[src/rtl/uart_tx_pkt_arbiter_pkg.sv]
// Shared definitions for the packet arbiter that feeds a uart_tx.
// Holds the FSM encoding and a width helper for counters.
package uart_tx_pkt_arbiter_pkg;

  typedef enum logic [1:0] {
    IDLE = 2'd0,
    XFER = 2'd1,
    GAP  = 2'd2
  } state_t;

  // Bits needed to hold 0..max_val, never less than one.
  function automatic int width_of(input int max_val);
    int w;
    w = $clog2(max_val + 1);
    return (w < 1) ? 1 : w;
  endfunction

endpackage

[src/rtl/uart_tx_pkt_arbiter_rr_pick.sv]
// Round-robin search: first set request bit after ptr, wrapping at NUM_SRC.
// Purely combinational.
module rr_pick #(
  parameter int NUM_SRC = 4,
  parameter int IDX_W   = 2
) (
  input  logic [NUM_SRC-1:0] req,
  input  logic [IDX_W-1:0]   ptr,
  output logic [IDX_W-1:0]   idx,
  output logic               found
);

  localparam logic [IDX_W:0]   N_W  = (IDX_W + 1)'(NUM_SRC);
  localparam logic [IDX_W-1:0] LAST = IDX_W'(NUM_SRC - 1);

  logic [IDX_W-1:0] start;
  logic [IDX_W:0]   cand;

  assign start = (ptr == LAST) ? '0 : ptr + 1'b1;

  // Scan farthest-first so the nearest requester is the last one written.
  always_comb begin
    idx   = '0;
    found = 1'b0;
    cand  = '0;
    for (int k = NUM_SRC - 1; k >= 0; k--) begin
      cand = {1'b0, start} + (IDX_W + 1)'(k);
      if (cand >= N_W) begin
        cand = cand - N_W;
      end
      if (req[cand[IDX_W-1:0]]) begin
        idx   = cand[IDX_W-1:0];
        found = 1'b1;
      end
    end
  end

endmodule

[src/rtl/uart_tx_pkt_arbiter.sv]
// Packet-level round-robin arbiter muxing NUM_SRC beat streams onto one
// uart_tx input; a grant lasts a whole packet, optionally followed by idle gap.
module uart_tx_pkt_arbiter
  import uart_tx_pkt_arbiter_pkg::*;
#(
  parameter int NUM_SRC    = 4,
  parameter int Word_len   = 8,
  parameter int GAP_CYCLES = 0
) (
  input  logic                         clk,
  input  logic                         rst,
  input  logic [NUM_SRC*Word_len-1:0]  s_data,
  input  logic [NUM_SRC-1:0]           s_valid,
  input  logic [NUM_SRC-1:0]           s_last,
  output logic [NUM_SRC-1:0]           s_ready,
  input  logic [NUM_SRC-1:0]           src_en,
  output logic [Word_len-1:0]          m_data,
  output logic                         m_valid,
  output logic                         m_last,
  input  logic                         m_ready,
  output logic [$clog2(NUM_SRC)-1:0]   grant_idx,
  output logic                         busy
);

  localparam int IDX_W = $clog2(NUM_SRC);
  localparam int GAP_W = width_of(GAP_CYCLES);
  localparam logic [GAP_W-1:0] GAP_LAST = GAP_W'((GAP_CYCLES > 0) ? GAP_CYCLES - 1 : 0);
  localparam logic [IDX_W-1:0] PTR_RST  = IDX_W'(NUM_SRC - 1);

  state_t             state_reg, state_next;
  logic [IDX_W-1:0]   ptr_reg, ptr_next;
  logic [IDX_W-1:0]   grant_reg, grant_next;
  logic [GAP_W-1:0]   gap_cnt_reg, gap_cnt_next;
  logic [NUM_SRC-1:0] req;
  logic [IDX_W-1:0]   pick_idx;
  logic               pick_found;
  logic [Word_len-1:0] src_data [NUM_SRC];

  genvar gi;
  generate
    for (gi = 0; gi < NUM_SRC; gi++) begin : g_unpack
      assign src_data[gi] = s_data[gi*Word_len +: Word_len];
    end
  endgenerate

  // The enable mask only gates who may win; it never affects an active grant.
  assign req = s_valid & src_en;

  rr_pick #(
    .NUM_SRC (NUM_SRC),
    .IDX_W   (IDX_W)
  ) u_rr_pick (
    .req   (req),
    .ptr   (ptr_reg),
    .idx   (pick_idx),
    .found (pick_found)
  );

  always_ff @(posedge clk or posedge rst) begin
    if (rst) begin
      state_reg   <= IDLE;
      ptr_reg     <= PTR_RST;
      grant_reg   <= '0;
      gap_cnt_reg <= '0;
    end else begin
      state_reg   <= state_next;
      ptr_reg     <= ptr_next;
      grant_reg   <= grant_next;
      gap_cnt_reg <= gap_cnt_next;
    end
  end

  always_comb begin
    state_next   = state_reg;
    ptr_next     = ptr_reg;
    grant_next   = grant_reg;
    gap_cnt_next = gap_cnt_reg;
    m_valid      = 1'b0;
    m_last       = 1'b0;
    m_data       = '0;
    s_ready      = '0;
    case (state_reg)
      IDLE: begin
        if (pick_found) begin
          grant_next = pick_idx;
          ptr_next   = pick_idx;
          state_next = XFER;
        end
      end
      XFER: begin
        m_valid            = s_valid[grant_reg];
        m_last             = s_last[grant_reg];
        m_data             = src_data[grant_reg];
        s_ready[grant_reg] = m_ready;
        if (s_valid[grant_reg] && m_ready && s_last[grant_reg]) begin
          if (GAP_CYCLES == 0) begin
            state_next = IDLE;
          end else begin
            gap_cnt_next = '0;
            state_next   = GAP;
          end
        end
      end
      GAP: begin
        gap_cnt_next = gap_cnt_reg + 1'b1;
        if (gap_cnt_reg == GAP_LAST) begin
          state_next = IDLE;
        end
      end
      default: state_next = IDLE;
    endcase
  end

  assign grant_idx = grant_reg;
  assign busy      = (state_reg != IDLE);

endmodule

[config.mk]
export PLATFORM = sky130hd
export DESIGN_NAME = uart_tx_pkt_arbiter
export DESIGN_NICKNAME = d
export VERILOG_FILES = /design/src/rtl/uart_tx_pkt_arbiter_pkg.sv /design/src/rtl/uart_tx_pkt_arbiter_rr_pick.sv /design/src/rtl/uart_tx_pkt_arbiter.sv
export SDC_FILE = /design/constraint.sdc
export NUM_CORES = 1
export LEC_CHECK = 0
export CORE_ASPECT_RATIO = 0.6
export CORE_MARGIN = 2
export CORE_UTILIZATION = 27
export DETAILED_ROUTE_END_ITERATION = 7
export PLACE_DENSITY = 0.7
export SLEW_MARGIN = 20
export SYNTH_ARGS = -nofsm -noshare
export SYNTH_HDL_FRONTEND = slang
export SYNTH_HIERARCHICAL = 1
export SYNTH_SLANG_ARGS = --single-unit
[constraint.sdc]
create_clock -name clk -period 1.85 [get_ports clk]
set_clock_uncertainty 0.05 [all_clocks]
set_input_delay 0.2775 -clock clk [delete_from_list [all_inputs] [get_ports clk]]
set_output_delay 0.2775 -clock clk [all_outputs]
set_load 0.05 [all_outputs]
==> results.txt <==
outcome - finished with violations
violated checks - negative setup slack
Crit-path slowest cell - dfrtp_2
DIE WIDTH - 72.0 µm
Reg-to-Reg Start - ptr_reg[0]
crit path time final - 2000 ps
Reg2Reg Setup Slack - 280 ps
RR Endpoint - grant_idx[0]
CTS tree - done
clock root cell - clkbuf_8
power per cell area - 1700 nW/µm²
YS warnings - 6
vias after detailed routing - 908
largest net degree at the start of global routing - 11
first-pass GRT wire length - 4400 µm
io pins - 64
Final setup viols - 10
Synth Register Bits - 5
drc violations - 0
Worst setup endpoint - m_data[6]
Starting DRT DRC Count - 39
RSZ-0062 raised after global routing - yes
number of I/O port buffers - 63
Period Utilization, post-route - 108%
Detailed Routing Iterations Pass 1 - 4
CP Cell Sequence - buf_6, mux4_2, and2_4, buf_6
synthesized cell area - 749 µm²
startpoint type of the worst setup path - flip-flop
WP buf/inv - 2
Worst Hold Class - in2async
wirelength, routed - 2770 µm
clk_lat worst skew - 220 ps
Async SR Flop Fraction - 100%
Worst Setup Slack, final - -148 ps
Tot GR Track Use - 18.3%
most frequent cells in the layout - clkdlybuf4s50_1, nand2_1, mux4_2, and2_4, buf_6
VDD IR max - 0.000752 V
Pwr Total - 2.80 mW
routed len/inst - 15.1 µm
antenna cells - 0
CP Capture Type - primary output
antenna violations before repair - 0
Fmax achieved - 501 MHz
HPWL after DPL - 2230 µm
max incr delay on CP - 490 ps
antenna-violating nets left - 0
critical path's most frequent cell - buf_6
Pleak - 0.667 nW
Avg Cell Area, Syn - 9.49 µm²
leading area contributor after synthesis - mux4_2
critical path depth in cells - 4
Core Region - 2570 µm²
Post-synth EDFFs - 0
grt ovf - 0
effective utilization at floorplan - 29.1%
placed cell areas - 1500 µm²
max_slew headroom - 82.3%
Site Rows - 14
Filler cells - 200
vias in the first global route - 928
# H-tree levels - 1
Synth Instances - 79
worst slew pin tran - 266 ps
Via density - 4.93
share of layout cells above drive strength 1 - 38.2%
Final Max Slew Viols - 0
commonest non-fill, non-tap cell in the layout - clkdlybuf4s50_1
syn_nets - 127
Critical path origin - grant_idx[0]
critical path peak fanout - 8
crit path kind - reg2out
Synth top area share - 15.0%
max_cap viols - 0
Longest Clk Path Bufs - 2
Layout area overhead - 119%
Clock Pin Slew Worst Setup and Hold Paths - 40 ps
Sink Count - 5
final hold violation count - 0
top cell family by delay on the critical path - flip-flops
final setup TNS - -1150 ps
dominant synthesized flop cell - dfrtp_1
Die Ht - 44.8 µm
die footprint - 3230 µm²
CP arrival - 1670 ps
post-route cell area - 1640 µm²
Nets - 201
GPL Wtd Cong - 0.761
cell depth of the worst flop-to-flop path - 6
WP data required - 1520 ps
Yosys cell types - 27
TritonCTS buffer count - 3
sequential-to-total area share from yosys stat - 17.0%
top post-synthesis cells by area - mux4_2, mux4_1, and2_1
worst min path at each step:
stage / startpoint / endpoint / slack (ps) / depth (start not counted)
6_report: rst / state_reg[0] / 210 / 2
5_1_grt: rst / grant_idx[1] / 250 / 2
4_1_cts: rst / grant_idx[1] / 220 / 2
3_5_place_dp: ptr_reg[1] / ptr_reg[1] / 420 / 2
3_3_place_gp: ptr_reg[1] / ptr_reg[1] / 410 / 2
2_1_floorplan: rst / grant_idx[1] / 5 / 1
report_power, final:
group          internal [mW]  switching [mW]  leakage [nW]
registers              0.169          0.0700        0.0547
logic                   1.16            1.19         0.589
clock network          0.148          0.0583        0.0228
layout make-up:
type | instances | area (µm²) | share of cell area, %
clock buffers | 4 | 45.0 | 2.74
inverters | 3 | 11.3 | 0.685
multi-input cells | 66 | 584 | 35.5
flip-flops and latches | 5 | 129 | 7.84
well taps | 32 | 40.0 | 2.44
repair buffers | 74 | 835 | 50.8
through the flow:
| stage | setup slack (ps) | cells | utilization, % | hold WS [ps] |
|---|---|---|---|---|
| after CTS | -137 | 183 | 62.7 | 219 |
| after global routing | -192 | 184 | 63.8 | 246 |
| after floorplan | -204 | 79 | - | 4.50 |
| after detailed placement | -111 | 175 | 58.3 | 419 |
| final | -148 | 184 | 63.8 | 212 |
| after global placement | -36.8 | 175 | 58.3 | 406 |
synth_stat cells (2+ instances only):
cell and n:
buf_6 2, inv_1 3, dfstp_2 2, a21oi_1 2, and2_1 13, nand2_1 12
nand3b_1 2, nand2b_1 2, nand3_1 3, o21ai_0 3, mux4_2 5, mux4_1 4
mux2i_1 3, nor2_1 8, dfrtp_1 3
logic make-up (layout without fill, tap and decap cells):
group	Yosys count	count (layout)	share of synthesized area, %
flip-flops	5	5	17.0
AND/OR/NAND/NOR	45	45	33.6
AO/OA/AOI/OAI	8	8	6.34
buffers and inverters	8	81	8.35
adder cells (fa/ha/maj)	1	1	1.67
multiplexers	12	12	33.1
timing repair:
| action | CTS | global route |
|---|---|---|
| hold buffers | 0 | 0 |
| setup buffers | 4 | 1 |
| gates resized for setup | 17 | 9 |
| setup endpoints to repair | 10 | 10 |
| pin swaps | 2 | 2 |
per-layer routing:
metal | vias to the layer above | routed length, µm | track usage (%)
met5 | - | 0 | 0
met4 | 0 | 61 | 4.91
met3 | 6 | 273 | 7.37
li1 | 432 | - | -
met1 | 417 | 1240 | 22.9
met2 | 53 | 1190 | 29.8
Note: power is estimated with default switching activity, not from simulation.
